[src/rtl/mac_acc_bank_pkg.sv]
// rtl/mac_acc_bank_pkg.sv - shared types and the signed add/overflow helper for the accumulator bank
//
// Purpose: default widths, the output-stage state encoding and sat_add(), which
//          adds two sign-extended operands at a runtime-constant width w and
//          reports signed overflow at that width.
// Config : MAC_ACC_SAT_EN defined   -> sat_add clamps to the w-bit signed range.
//          MAC_ACC_SAT_EN undefined -> sat_add wraps modulo 2^w.
// Ports  : none (package).
package mac_acc_bank_pkg;

  localparam int DEF_DATA_W   = 16;
  localparam int DEF_ACC_W    = 22;
  localparam int DEF_NUM_CH   = 4;
  localparam int DEF_DUMP_LEN = 8;

  // Working width of sat_add; accumulator widths up to MAX_W-1 are supported
  // so that the raw sum of two in-range operands can never overflow here.
  localparam int MAX_W = 64;

  typedef enum logic {
    EMPTY = 1'b0,
    FULL  = 1'b1
  } out_state_t;

  typedef struct packed {
    logic                    ovf;
    logic signed [MAX_W-1:0] sum;
  } add_res_t;

  function automatic add_res_t sat_add(input logic signed [MAX_W-1:0] a,
                                       input logic signed [MAX_W-1:0] b,
                                       input int                      w);
    add_res_t                r;
    logic signed [MAX_W-1:0] s;
    logic signed [MAX_W-1:0] hi;
    logic signed [MAX_W-1:0] lo;
    s     = a + b;
    hi    = (64'sd1 <<< (w - 1)) - 64'sd1;
    lo    = -(64'sd1 <<< (w - 1));
    r.ovf = (s > hi) || (s < lo);
`ifdef MAC_ACC_SAT_EN
    if (s > hi) begin
      r.sum = hi;
    end else if (s < lo) begin
      r.sum = lo;
    end else begin
      r.sum = s;
    end
`else
    // Keep the low w bits and re-extend their sign: modulo 2^w wrap.
    r.sum = (s <<< (MAX_W - w)) >>> (MAX_W - w);
`endif
    return r;
  endfunction

endpackage

[src/rtl/mac_acc_bank_if.sv]
// rtl/mac_acc_bank_if.sv - product input and dump output handshake bundle
//
// Purpose: groups the product stream (in_*) and dump stream (out_*) plus the
//          err_ch pulse. master = product source / dump sink, slave = bank.
// Signals: in_valid, in_ready, in_ch[CH_W], in_data[DATA_W] (signed),
//          out_valid, out_ready, out_ch[CH_W], out_data[ACC_W] (signed),
//          out_ovf, err_ch.
interface mac_acc_bank_if #(
  parameter int DATA_W = 16,
  parameter int ACC_W  = 22,
  parameter int CH_W   = 2
) ();

  logic                     in_valid;
  logic                     in_ready;
  logic [CH_W-1:0]          in_ch;
  logic signed [DATA_W-1:0] in_data;
  logic                     out_valid;
  logic                     out_ready;
  logic [CH_W-1:0]          out_ch;
  logic signed [ACC_W-1:0]  out_data;
  logic                     out_ovf;
  logic                     err_ch;

  modport master (
    output in_valid, in_ch, in_data, out_ready,
    input  in_ready, out_valid, out_ch, out_data, out_ovf, err_ch
  );

  modport slave (
    input  in_valid, in_ch, in_data, out_ready,
    output in_ready, out_valid, out_ch, out_data, out_ovf, err_ch
  );

endinterface

[src/rtl/mac_acc_bank_lane.sv]
// rtl/mac_acc_bank_lane.sv - one channel of the bank: accumulator, product counter, sticky overflow
//
// Purpose: integrates products for a single channel and raises a combinational
//          dump strobe on the product that completes a DUMP_LEN window; on that
//          edge the lane restarts from zero while the top captures dump_sum.
// Ports  : clk, reset (async, active-high), clear (sync flush),
//          add (a product for this lane is transferred this cycle),
//          data[DATA_W] signed product,
//          dump (this add completes the window), dump_sum[ACC_W] (sum including
//          this add), dump_ovf (sticky overflow including this add).
// Config : MAC_ACC_SAT_EN selects saturating instead of wrapping accumulation.
module mac_acc_lane
  import mac_acc_bank_pkg::*;
#(
  parameter int DATA_W   = DEF_DATA_W,
  parameter int ACC_W    = DEF_ACC_W,
  parameter int DUMP_LEN = DEF_DUMP_LEN
) (
  input  logic                     clk,
  input  logic                     reset,
  input  logic                     clear,
  input  logic                     add,
  input  logic signed [DATA_W-1:0] data,
  output logic                     dump,
  output logic signed [ACC_W-1:0]  dump_sum,
  output logic                     dump_ovf
);

  localparam int CNT_W = (DUMP_LEN > 1) ? $clog2(DUMP_LEN) : 1;

  logic signed [ACC_W-1:0] acc;
  logic [CNT_W-1:0]        cnt;
  logic                    ovf;
  add_res_t                r;
  logic                    unused_hi;

  always_comb begin
    r = sat_add(MAX_W'(acc), MAX_W'(data), ACC_W);
  end

  // sat_add already confines the result to ACC_W bits; the upper bits are
  // only sign copies.
  assign unused_hi = ^r.sum[MAX_W-1:ACC_W];

  assign dump     = add && (cnt == CNT_W'(DUMP_LEN - 1));
  assign dump_sum = r.sum[ACC_W-1:0];
  assign dump_ovf = ovf | r.ovf;

  always_ff @(posedge clk or posedge reset) begin
    if (reset) begin
      acc <= '0;
      cnt <= '0;
      ovf <= 1'b0;
    end else if (clear) begin
      acc <= '0;
      cnt <= '0;
      ovf <= 1'b0;
    end else if (add) begin
      if (dump) begin
        acc <= '0;
        cnt <= '0;
        ovf <= 1'b0;
      end else begin
        acc <= r.sum[ACC_W-1:0];
        cnt <= cnt + 1'b1;
        ovf <= ovf | r.ovf;
      end
    end
  end

endmodule

[src/rtl/mac_acc_bank.sv]
// rtl/mac_acc_bank.sv - multi-channel integrate-and-dump accumulator bank
//
// Purpose: accepts channel-tagged signed products, keeps one accumulator per
//          channel and emits each channel's sum after DUMP_LEN products through
//          a one-entry valid/ready output register.
// Ports  : clk, reset (async, active-high), clear (sync flush of lanes and
//          output stage), bus (mac_acc_bank_if.slave: in_valid/in_ready/in_ch/
//          in_data, out_valid/out_ready/out_ch/out_data/out_ovf, err_ch).
// Config : MAC_ACC_SAT_EN defined -> saturating accumulation, else wrapping.
module mac_acc_bank
  import mac_acc_bank_pkg::*;
#(
  parameter int DATA_W   = DEF_DATA_W,
  parameter int ACC_W    = DEF_ACC_W,
  parameter int NUM_CH   = DEF_NUM_CH,
  parameter int DUMP_LEN = DEF_DUMP_LEN,
  parameter int CH_W     = (NUM_CH > 1) ? $clog2(NUM_CH) : 1
) (
  input  logic           clk,
  input  logic           reset,
  input  logic           clear,
  mac_acc_bank_if.slave  bus
);

  out_state_t              state;
  logic [CH_W-1:0]         out_ch_r;
  logic signed [ACC_W-1:0] out_data_r;
  logic                    out_ovf_r;
  logic                    err_r;

  logic                    in_ready;
  logic                    transfer;
  logic                    ch_ok;

  logic [NUM_CH-1:0]       add;
  logic [NUM_CH-1:0]       dump;
  logic signed [ACC_W-1:0] dump_sum [NUM_CH];
  logic [NUM_CH-1:0]       dump_ovf;

  logic                    any_dump;
  logic [CH_W-1:0]         sel_ch;
  logic signed [ACC_W-1:0] sel_sum;
  logic                    sel_ovf;

  // A pending dump blocks all input unless it leaves this cycle, so a new
  // dump can only complete when the register is free or being emptied.
  assign in_ready = !clear && ((state == EMPTY) || bus.out_ready);
  assign transfer = bus.in_valid && in_ready;
  assign ch_ok    = {1'b0, bus.in_ch} < (CH_W + 1)'(NUM_CH);

  for (genvar i = 0; i < NUM_CH; i++) begin : g_lane
    assign add[i] = transfer && ch_ok && (bus.in_ch == CH_W'(i));

    mac_acc_lane #(
      .DATA_W  (DATA_W),
      .ACC_W   (ACC_W),
      .DUMP_LEN(DUMP_LEN)
    ) u_lane (
      .clk     (clk),
      .reset   (reset),
      .clear   (clear),
      .add     (add[i]),
      .data    (bus.in_data),
      .dump    (dump[i]),
      .dump_sum(dump_sum[i]),
      .dump_ovf(dump_ovf[i])
    );
  end

  // Only the addressed lane can strobe, so this is a plain one-hot mux.
  always_comb begin
    any_dump = 1'b0;
    sel_ch   = '0;
    sel_sum  = '0;
    sel_ovf  = 1'b0;
    for (int i = 0; i < NUM_CH; i++) begin
      if (dump[i]) begin
        any_dump = 1'b1;
        sel_ch   = CH_W'(i);
        sel_sum  = dump_sum[i];
        sel_ovf  = dump_ovf[i];
      end
    end
  end

  always_ff @(posedge clk or posedge reset) begin
    if (reset) begin
      state      <= EMPTY;
      out_ch_r   <= '0;
      out_data_r <= '0;
      out_ovf_r  <= 1'b0;
      err_r      <= 1'b0;
    end else begin
      err_r <= transfer && !ch_ok;
      if (clear) begin
        state <= EMPTY;
      end else begin
        case (state)
          EMPTY: begin
            if (any_dump) begin
              state      <= FULL;
              out_ch_r   <= sel_ch;
              out_data_r <= sel_sum;
              out_ovf_r  <= sel_ovf;
            end
          end
          FULL: begin
            if (any_dump) begin
              // Old dump is leaving on this edge; reload in place.
              out_ch_r   <= sel_ch;
              out_data_r <= sel_sum;
              out_ovf_r  <= sel_ovf;
            end else if (bus.out_ready) begin
              state <= EMPTY;
            end
          end
          default: state <= EMPTY;
        endcase
      end
    end
  end

  assign bus.in_ready  = in_ready;
  assign bus.out_valid = (state == FULL);
  assign bus.out_ch    = out_ch_r;
  assign bus.out_data  = out_data_r;
  assign bus.out_ovf   = out_ovf_r;
  assign bus.err_ch    = err_r;

endmodule

[src/flat_wrapper.sv]
// flat-port wrapper written by rule: the top's interface ports become plain ports
module mac_acc_bank_flat import mac_acc_bank_pkg::*;
#(
  parameter int DATA_W   = DEF_DATA_W,
  parameter int ACC_W    = DEF_ACC_W,
  parameter int NUM_CH   = DEF_NUM_CH,
  parameter int DUMP_LEN = DEF_DUMP_LEN,
  parameter int CH_W     = (NUM_CH > 1) ? $clog2(NUM_CH) : 1
)
  (clk, reset, clear, bus_in_valid, bus_in_ch, bus_in_data, bus_out_ready, bus_in_ready, bus_out_valid, bus_out_ch, bus_out_data, bus_out_ovf, bus_err_ch);
  mac_acc_bank_if #(.DATA_W(DATA_W), .ACC_W(ACC_W), .CH_W(CH_W)) bus_i ();
  input  logic clk;
  input  logic reset;
  input  logic clear;
  input wire logic [$bits(bus_i.in_valid)-1:0] bus_in_valid;
  input wire logic [$bits(bus_i.in_ch)-1:0] bus_in_ch;
  input wire logic [$bits(bus_i.in_data)-1:0] bus_in_data;
  input wire logic [$bits(bus_i.out_ready)-1:0] bus_out_ready;
  output wire logic [$bits(bus_i.in_ready)-1:0] bus_in_ready;
  output wire logic [$bits(bus_i.out_valid)-1:0] bus_out_valid;
  output wire logic [$bits(bus_i.out_ch)-1:0] bus_out_ch;
  output wire logic [$bits(bus_i.out_data)-1:0] bus_out_data;
  output wire logic [$bits(bus_i.out_ovf)-1:0] bus_out_ovf;
  output wire logic [$bits(bus_i.err_ch)-1:0] bus_err_ch;
  assign bus_i.in_valid = bus_in_valid;
  assign bus_i.in_ch = bus_in_ch;
  assign bus_i.in_data = bus_in_data;
  assign bus_i.out_ready = bus_out_ready;
  assign bus_in_ready = bus_i.in_ready;
  assign bus_out_valid = bus_i.out_valid;
  assign bus_out_ch = bus_i.out_ch;
  assign bus_out_data = bus_i.out_data;
  assign bus_out_ovf = bus_i.out_ovf;
  assign bus_err_ch = bus_i.err_ch;
  mac_acc_bank #(.DATA_W(DATA_W), .ACC_W(ACC_W), .NUM_CH(NUM_CH), .DUMP_LEN(DUMP_LEN), .CH_W(CH_W)) u_core (.clk(clk), .reset(reset), .clear(clear), .bus(bus_i));
endmodule
[config.mk]
export PLATFORM = sky130hd
export DESIGN_NAME = mac_acc_bank_flat
export DESIGN_NICKNAME = d
export VERILOG_FILES = /design/src/rtl/mac_acc_bank_pkg.sv /design/src/rtl/mac_acc_bank_if.sv /design/src/rtl/mac_acc_bank_lane.sv /design/src/rtl/mac_acc_bank.sv /design/src/flat_wrapper.sv
export SDC_FILE = /design/constraint.sdc
export NUM_CORES = 1
export LEC_CHECK = 0
export ABC_AREA = 1
export BUFFER_PORTS_ARGS = -buffer_cell sky130_fd_sc_hd__buf_4
export CORE_AREA = 2 2 160 162
export CTS_CLUSTER_DIAMETER = 30
export DETAILED_ROUTE_END_ITERATION = 12
export DIE_AREA = 0 0 162 164
export HOLD_SLACK_MARGIN = 0.06
export SYNTH_ARGS = -nofsm -noshare
export SYNTH_HDL_FRONTEND = slang
export SYNTH_SLANG_ARGS = --single-unit
[constraint.sdc]
create_clock -name clk -period 9.31 [get_ports clk]
set_input_delay 0.4655 -clock clk [delete_from_list [all_inputs] [get_ports clk]]
set_output_delay 0.4655 -clock clk [all_outputs]
set_load 0.1 [all_outputs]
# After elaboration in Yosys (flattened, before gate mapping)
# Cells that the tools add are included.
# classes
shifts	0
multipliers	0
n_mux	59
n_addsub	8
n_eq_ne	7
magnitude_cmp	8
n_reduce_logical	22
bitwise_logic	6
div	0
# ops
operator	n
22-bit 2-to-1 mux	17
64-bit by 22-bit greater-than comparator with 1-bit output (second input constant)	4
64-bit by 22-bit less-than comparator with 1-bit output (second input constant)	4
22-bit by 16-bit adder with 23-bit output	4
3-bit 2-to-1 mux	12
1-bit 2-to-1 mux	26
3-bit by 1-bit adder with 3-bit output (second input constant)	4
3-bit equality test (second input constant)	4
1-bit logical AND	10
2-bit nonzero test	4
2-bit 2-to-1 mux	3
1-bit logical OR	5
2-bit equality test (second input constant)	2
1-bit OR	4
2-bit by 1-bit equality test with 1-bit output (second input constant)	1
2-bit zero test	1
1-bit inverter	2
1-bit one-hot mux with 2 select lines	1
2-bit AND reduction	1
1-bit zero test	1
# word_totals
output_inout_bits	28
romBits	0
latchBits	0
ram_bits	0
in_bits	23
elab_cells	126
register_bits	130
mem_count	0

# Logic depth before layout (Yosys ltp)
# Gate-level depths: netlist (run 1).
# depth
depth_word	13
depth_mapped	16
depth_no_buf	16

# Hierarchy
# A second synthesis (run 1) with hierarchy kept.
# unflattened
hier_cells	1848
hier_area_um2	12056.6
# modules_own_cells
mod	cells_each	area_per_inst_um2	instances	seq_area_each_um2
mac_acc_lane at u_core.g_lane[1].u_lane ...	374	2534.9	2	650.6
mac_acc_lane at u_core.g_lane[3].u_lane	367	2462.4	1	650.6
mac_acc_lane at u_core.g_lane[0].u_lane	357	2402.3	1	650.6
mac_acc_bank	376	2122.0	1	650.6

# Worst setup path after synthesis (run 1)
# OpenSTA, ideal clock, no wires.
# synth_timing
path_type	register -> output
startpoint	register u_core.state (netlist: u_core.bus.out_valid)
endpoint	output bus_in_ready
arrival_ns	2.219
stages_incl_launch_ff	4
setup_slack_ns	6.626
cell_sequence	dfrtp_1 > inv_1 > nor2_2 > nor2_1
# synth_via
elab_chain_cells	3
# synth_rtl
item	line_no	rtl
from (decl)	mac_acc_bank.sv:25	out_state_t state;
from (signal assigned)	mac_acc_bank.sv:88	state <= EMPTY;
from (signal assigned)	mac_acc_bank.sv:96	state <= EMPTY;
from (signal assigned)	mac_acc_bank.sv:101	state <= FULL;
1-bit inverter	mac_acc_bank.sv:47	assign in_ready = !clear && ((state == EMPTY) || bus.out_ready);
1-bit logical OR	mac_acc_bank.sv:47	
1-bit logical AND	mac_acc_bank.sv:47	
to (decl)	flat_wrapper.sv:19	output wire logic [$bits(bus_i.in_ready)-1:0] bus_in_ready;
# Every way passes these cells.

# Worst setup path in the final report (run 1)
# layout_timing
startpoint	register u_core.state (netlist: u_core.bus.out_valid)
endpoint	register u_core.out_data_r[0] (netlist: u_core.bus.out_data[0])
# layout_via
elab_chain_cells	11
elab_cells_between_ends	22
classes_between	mux: 9; bitwise: 1; reduce/logical: 12
# layout_rtl
item	line_no	rtl
1-bit inverter (*)	mac_acc_bank.sv:47, mac_acc_bank.sv:98	
1-bit logical OR (*)	mac_acc_bank.sv:47	
1-bit logical AND (*)	mac_acc_bank.sv:47	
1-bit logical AND (*)	mac_acc_bank.sv:48	assign transfer = bus.in_valid && in_ready;
1-bit logical AND	mac_acc_bank.sv:52	assign add[i] = transfer && ch_ok && (bus.in_ch == CH_W'(i));
1-bit logical AND	mac_acc_bank_lane.sv:45	assign dump = add && (cnt == CNT_W'(DUMP_LEN - 1));
22-bit 2-to-1 mux / 1-bit 2-to-1 mux (equally long branches) (4 in series)	mac_acc_bank.sv:77	if (dump[i]) begin
22-bit 2-to-1 mux / 2-bit AND reduction (equally long branches)	--	
to (signal assigned)	mac_acc_bank.sv:103	out_data_r <= sel_sum;
to (signal assigned)	mac_acc_bank.sv:111	out_data_r <= sel_sum;
to (decl)	mac_acc_bank.sv:27	logic signed [ACC_W-1:0] out_data_r;
# Mark *: on every way between the ends. The rest lies on a longest branch, timed or not. The select of a mux whose other input is x is not followed.
# A chain may end at the register's enable or synchronous reset.

==> summary.md, run 1 <==
| Metric | Value |
|---|---|
| Status | `finished clean` |
| Final Skew | `20.2 ps` |
| Post-CTS Setup Inserts | `0` |
| Fin. max-slew vios | `0` |
| Overall routing resource usage | `0.276` |
| Stages on worst setup path | `10` |
| Cell Chain, Critical Path | `inv_1 > nor2_2 > nor3b_4 > nand3_2 > nor2_2 > inv_1 > nand3_1 > inv_2 > a22oi_1 > nand2_1` |
| RD Place Congestion | `0.990` |
| Most common cell after layout, fill and taps aside | `nand2_1` |
| Vias | `10.8k` |
| Max incr delay on CP | `800 ps` |
| Hold Crit Class | `in -> async` |
| CP required | `9640 ps` |
| Peak Freq | `351 MHz` |
| Vias per cell | `5.39` |
| Synth warn | `0` |
| Area of the die | `26600 um2` |
| Area of the mapped netlist | `11000 um2` |
| Fin crit period | `2850 ps` |
| Dpl cells | `1981` |
| CTS Hold Bufs | `0` |
| CTS Buffer Depth | `2` |
| Post-cts gate resize count | `0` |
| Area Growth Syn to Fin | `11.6%` |
| Post-synth EDFFs | `0` |
| First-pass GRT wire length | `56500 um` |
| Wirelength per Cell | `17.9 um` |
| Synth Flop Type | `dfrtp_1` |
| Startpoint Class | `flop` |
| Pleak | `6.90 nW` |
| H-tree depth | `4` |
| Synth area leaders | `dfrtp_1, nand2_1, ha_1` |
| Kind of critical path | `reg -> reg` |
| Worst setup EP type | `flop` |
| # DRC | `0` |
| Top Family by Delay on Critical Path | `simple AND/OR/NAND/NOR gates` |
| Area of the multi-input gates | `6950 um2` |
| Reg2Reg Depth | `10` |
| Worst Tran Pin Value | `1190 ps` |
| Synth async-reset ratio | `1.00` |
| Top-area cell type share of the netlist area | `0.295` |
| Chip width | `162 um` |
| Post-synthesis sequential area ratio | `0.295` |
| Reg area | `3250 um2` |
| PortBufs | `49` |
| Final worst path period share | `0.306` |
| Die height | `164 um` |
| Util after Layout | `0.496` |
| Initial antenna violation count | `0` |
| RSZ-0062 raised after global routing | `no` |
| Post-synthesis cell type with the largest combined area | `dfrtp_1` |
| Pwr Total | `1.68 mW` |
| Buf/Inv on CP | `3` |
| Synthesis-stage register bit count | `130` |
| Total wire length | `36000 um` |
| Starting Density | `0.444` |
| Cell Pwr Density | `137 nW/um2` |
| Worst path arrival time | `3170 ps` |
| Post-synth cell types | `46` |
| Fin Setup TNS | `0 ps` |
| Final Hold Vio Count | `0` |
| Skew-Pair Late Insertion Delay | `440 ps` |
| Via count of the first global-routing pass | `10.4k` |
| Peak supply drop | `0.103 mV` |
| Detail Route Antenna Nets | `0` |
| CTS tree | `built` |
| Ports | `51` |
| Fillcell total | `2574` |
| CTS sink cnt | `130` |
| Average size of a mapped cell | `6.79 um2` |
| FP Rows | `58` |
| Pre-antenna DRT Iters | `5` |
| Grt ovf | `0` |
| Synthesized instance count | `1622` |
| DR iter-0 viols | `718` |
| Most frequent cells in the layout | `nand2_1, inv_1, nand3_1` |
| Final nets | `1793` |
| TritonCTS buffer count | `17` |
| Diodes inserted | `0` |
| Root Buffer | `clkbuf_16` |
| Max cap viols | `0` |
| Core Area | `24800 um2` |
| Final std cells w/o fill | `2013` |
| CP max-delay cell | `nor2_2` |
| Final HPWL DP | `28000 um` |
| Largest net degree at the start of global routing | `70` |
| Final Setup Violations | `0` |
| Hold_ws | `131 ps` |
| Share of cells above drive strength 1 | `0.0737` |
| Syn_nets | `1745` |
| Clock slew at reported path FFs | `70 ps` |
| Rel. slew slack | `0.207` |
| Worst Path Max Fanout | `26` |
[where the power goes]
group,switching (mW),internal [mW],leakage (nW)
Combinational,0.261,0.110,4.81
Sequential,0.0156,0.587,1.79
Clock,0.307,0.403,0.293
[layout make-up]
class | count | share of cell area
repair buffers | 52 | 0.0317
flip-flops and latches | 130 | 0.265
clock buffers | 17 | 0.0346
multi-input cells | 1286 | 0.565
clock inverters | 15 | 0.0138
well taps | 330 | 0.0336
inverters | 183 | 0.0564
[kinds of logic after synthesis]
group | after synthesis | share of synthesized area
AND/OR/NAND/NOR | 927 | 0.361
adder cells (fa/ha/maj) | 100 | 0.116
other | 1 | 0.000340
XOR/XNOR | 49 | 0.0389
buffers and inverters | 206 | 0.0744
flip-flops | 130 | 0.295
AO/OA/AOI/OAI | 209 | 0.113
[sequential cells by signal (all words and copies together) (netlist names)]
register / cells
u_core.g_lane.u_lane.acc: 88
u_core.bus.out_ch: 2
u_core.g_lane.u_lane.cnt: 12
u_core.bus.out_data: 22
u_core.g_lane.u_lane.ovf: 4
u_core.bus.out_valid: 1
u_core.bus.out_ovf: 1
[cell usage after synthesis (10+ instances only)]
library cell / count
o21ai_0: 52
nor2_1: 149
inv_2: 11
a21oi_1: 80
xor2_1: 33
nand3_1: 152
a22o_1: 19
o21bai_1: 15
nand4_1: 25
nand2_1: 532
nor3_1: 14
inv_1: 170
nand3b_1: 18
dfrtp_1: 130
ha_1: 96
and2_1: 10
o21ai_1: 13
xnor2_1: 16
[worst reg2reg max path: stages, from the launching register on]
cell and delay (ps):
dfrtp_1 410, inv_1 80, nor2_2 60, nor3b_4 330
nand3_2 150, nor2_2 800, inv_1 250, nand3_1 180
inv_2 210, a22oi_1 210, nand2_1 70
[metrics by stage]
step	setup WS [ps]	instance area, um2
floorplan	5380	11000
global placement	6410	11700
detailed placement	6360	11700
CTS	6490	12300
global route	6260	12300
finish	6460	12300
[per-layer routing]
metal / vias up / track usage / routed length, um / part of all wire
li1: 5428 / - / - / -
met2: 279 / 0.444 / 16300 / 0.45
met1: 5088 / 0.386 / 17200 / 0.48
met4: 0 / 0.0849 / 883 / 0.025
met3: 47 / 0.0376 / 1650 / 0.046
met5: - / 0 / 0 / 0
[final timing paths]
check	startpoint	endpoint	slack (ps)
max	u_core.bus.out_valid	u_core.bus.out_data[0]	6460
min	reset	u_core.g_lane[2].u_lane.cnt[0]	130
max reg2reg	u_core.bus.out_valid	u_core.bus.out_data[0]	6460
min reg2reg	u_core.g_lane[0].u_lane.acc[18]	u_core.g_lane[0].u_lane.acc[18]	490
max in group asynchronous	reset	u_core.g_lane[3].u_lane.cnt[0]	7880
min in group clk	bus_out_ready	u_core.bus.out_valid	340
Power figures use the tool's default switching activity.
==> inputs of run 2 (changes only) <==
Settings changed: ABC_AREA 1 to 0, CORE_AREA 2 2 160 162 to 2 2 146 148, DIE_AREA 0 0 162 164 to 0 0 148 150.
Clock period 9.31 ns to 2.9 ns, I/O delays scaled along.
==> run 2 against run 1 <==
Net effect: the flow now finishes with violations (negative setup slack); final area down 4.8%; sequential power grew to 3.2 times the previous value; setup slack worse by 6500 ps; combinational power increased to 3.1 times the previous value; global-route usage shrank 2.2 points; clock skew down 13 ps.
==> summary.md, run 2 <==
| Metric | Value |
|---|---|
| Status | `finished, violations left` |
| Failing checks | `negative setup slack` |
| Synth Flop Type | `dfrtp_1` |
| Final Hold Vio Count | `0` |
| Initial antenna violation count | `0` |
| Area of the multi-input gates | `6200 um2` |
| RSZ-0062 raised after global routing | `yes` |
| Share of cells above drive strength 1 | `0.251` |
| Final Setup Violations | `2` |
| CP required | `3210 ps` |
| Util after Layout | `0.566` |
| Die height | `150 um` |
| DR iter-0 viols | `446` |
| Area of the die | `22200 um2` |
| Pleak | `5.73 nW` |
| Max cap viols | `0` |
| Synthesis-stage register bit count | `130` |
| Final Skew | `7.57 ps` |
| Largest net degree at the start of global routing | `60` |
| Post-synth EDFFs | `0` |
| Post-synthesis sequential area ratio | `0.354` |
| H-tree depth | `4` |
| Synthesized instance count | `951` |
| Buf/Inv on CP | `1` |
| Vias per cell | `5.87` |
| Reg area | `3250 um2` |
| Detail Route Antenna Nets | `0` |
| Pwr Total | `5.37 mW` |
| FF-to-FF setup slack | `-70 ps` |
| Reg2Reg Depth | `13` |
| Worst Min Path Start | `bus_in_ch[0]` |
| Clock slew at reported path FFs | `60 ps` |
| Launch point of the worst reg-to-reg path | `u_core.g_lane[0].u_lane.acc[0]` |
| PortBufs | `49` |
| Fillcell total | `1890` |
| Worst path arrival time | `3280 ps` |
| Peak supply drop | `0.360 mV` |
| Most common cell after layout, fill and taps aside | `buf_4` |
| Chip width | `148 um` |
| Ports | `51` |
| Final nets | `1214` |
| Top-area cell type share of the netlist area | `0.354` |
| Worst Tran Pin Value | `930 ps` |
| Worst slack, placed | `-350 ps` |
| Vias | `8101` |
| CP max-delay cell | `a221oi_2` |
| Post-synth top cells | `dfrtp_1, ha_1, a22o_1` |
| Area Growth Syn to Fin | `27.3%` |
| Worst setup EP type | `flop` |
| Post-synth cell types | `73` |
| Synth area leaders | `dfrtp_1, ha_1, a22o_1` |
| Startpoint Class | `flop` |
| # DRC | `0` |
| Diodes inserted | `0` |
| Skew-Pair Late Insertion Delay | `430 ps` |
| Wirelength per Cell | `20.2 um` |
| Max reg flops | `88` |
| Total wire length | `27800 um` |
| Hold path endpoint | `u_core.g_lane[1].u_lane.cnt[1]` |
| Fin crit period | `2970 ps` |
| CTS Buffer Depth | `2` |
| CTS sink cnt | `130` |
| Synth async-reset ratio | `1.00` |
| Most frequent cells in the layout | `buf_4, dfrtp_1, ha_1` |
| Area of the mapped netlist | `9200 um2` |
| Max incr delay on CP | `390 ps` |
| Peak Freq | `337 MHz` |
| Grt ovf | `0` |
| Average size of a mapped cell | `9.68 um2` |
| FP Rows | `53` |
| Final HPWL DP | `20200 um` |
| Root Buffer | `clkbuf_16` |
| Most frequent cell after synthesis | `dfrtp_1` |
| Hold path depth | `4` |
| CTS tree | `built` |
| Pre-antenna DRT Iters | `4` |
| Worst setup margin | `-69.9 ps` |
| Worst Path Max Fanout | `3` |
| Top reg by flops | `u_core.g_lane.u_lane.acc` |
| Final worst path period share | `1.02` |
| Fin. max-slew vios | `0` |
| Kind of critical path | `reg -> reg` |
| TritonCTS buffer count | `17` |
| Fin Setup TNS | `-118 ps` |
| Cell Pwr Density | `458 nW/um2` |
| Rel. slew slack | `0.378` |
| Core Area | `20700 um2` |
| Post-synthesis cell type with the largest combined area | `dfrtp_1` |
| Hold Crit Class | `in -> reg` |
| First-pass GRT wire length | `43500 um` |
| Syn_nets | `1074` |
| Starting Density | `0.445` |
| Overall routing resource usage | `0.254` |
| Top Family by Delay on Critical Path | `compound AO/OA/AOI/OAI gates` |
| Cell Chain, Critical Path | `ha_2 > inv_2 > fa_2 > nor2b_4 > o2111ai_2 > a41oi_2 > a31oi_2 > o21a_1 > o21ai_2 > a21oi_2 > xnor2_2 > a221oi_2 > nor3_1` |
| RD Place Congestion | `0.878` |
| Via count of the first global-routing pass | `8015` |
| Synth warn | `0` |
| R2r endpoint | `u_core.bus.out_data[18]` |
==> run 2: tightest hold or removal path: cells and delay by family <==
family / cells / cell delay (ps)
buf+inv: 1 / 120
simple gates: 2 / 220
compound gates: 1 / 60
==> run 2: final cells by class <==
type	count	area share
clock buffer	21	0.0410
inverter	20	0.00673
multi-input combinational	771	0.530
timing repair buffer	151	0.103
clock inverter	11	0.0129
sequential	130	0.278
tap	275	0.0294
==> run 2: kinds of logic (layout without fill, tap and decap cells) <==
family,after synthesis,after routing,synth area share
compound gates,379,379,0.301
simple gates,213,213,0.109
flops,130,130,0.354
fa+ha+maj,100,100,0.139
xor+xnor,76,76,0.0723
buf+inv,50,203,0.0216
mux,2,2,0.00231
other cells,1,1,0.000408
==> run 2: where the power goes <==
| part | switching [mW] | internal (mW) |
|---|---|---|
| clock network | 0.878 | 1.45 |
| logic | 0.652 | 0.480 |
| registers | 0.0384 | 1.87 |
==> run 2: per-layer routing <==
| metal | vias to the layer above | part of all wire | wire length [um] | global-route usage |
|---|---|---|---|---|
| met4 | 0 | 0.034 | 943 | 0.103 |
| met5 | - | 0 | 0 | 0 |
| li1 | 3916 | - | - | - |
| met1 | 3923 | 0.46 | 12900 | 0.347 |
| met2 | 210 | 0.46 | 12900 | 0.407 |
| met3 | 52 | 0.039 | 1070 | 0.0381 |
==> run 2: how the worst max path moves through the flow <==
stage,startpoint,endpoint,slack [ps],depth (start not counted)
2_1_floorplan,u_core.g_lane[2].u_lane.acc[0],u_core.bus.out_data[20],20,12
5_1_grt,u_core.g_lane[2].u_lane.acc[0],u_core.bus.out_data[20],-210,13
6_report,u_core.g_lane[0].u_lane.acc[0],u_core.bus.out_data[18],-70,13
4_1_cts,u_core.g_lane[2].u_lane.acc[0],u_core.bus.out_data[20],-90,13
3_5_place_dp,u_core.g_lane[2].u_lane.acc[0],u_core.bus.out_ovf,-350,13
3_3_place_gp,u_core.g_lane[2].u_lane.acc[0],u_core.bus.out_ovf,-280,13
==> run 2: per-stage QoR <==
step                instances  instance area, um2  hold slack (ps)
finish                   1379               11700              154
global route             1379               11700              171
CTS                      1374               11400              151
floorplan                 951                9220              344
detailed placement       1338               10600              269
global placement         1338               10600              277
==> run 2: what timing repair did <==
| item | CTS | global route |
|---|---|---|
| setup endpoints to repair | 14 | 26 |
| pin swaps | 10 | 41 |
| gates resized for setup | 20 | 59 |
| endpoints found under the hold margin | 24 | 0 |
| hold buffers | 2 | 0 |
| cloned | 0 | 0 |
| setup buffers | 2 | 6 |
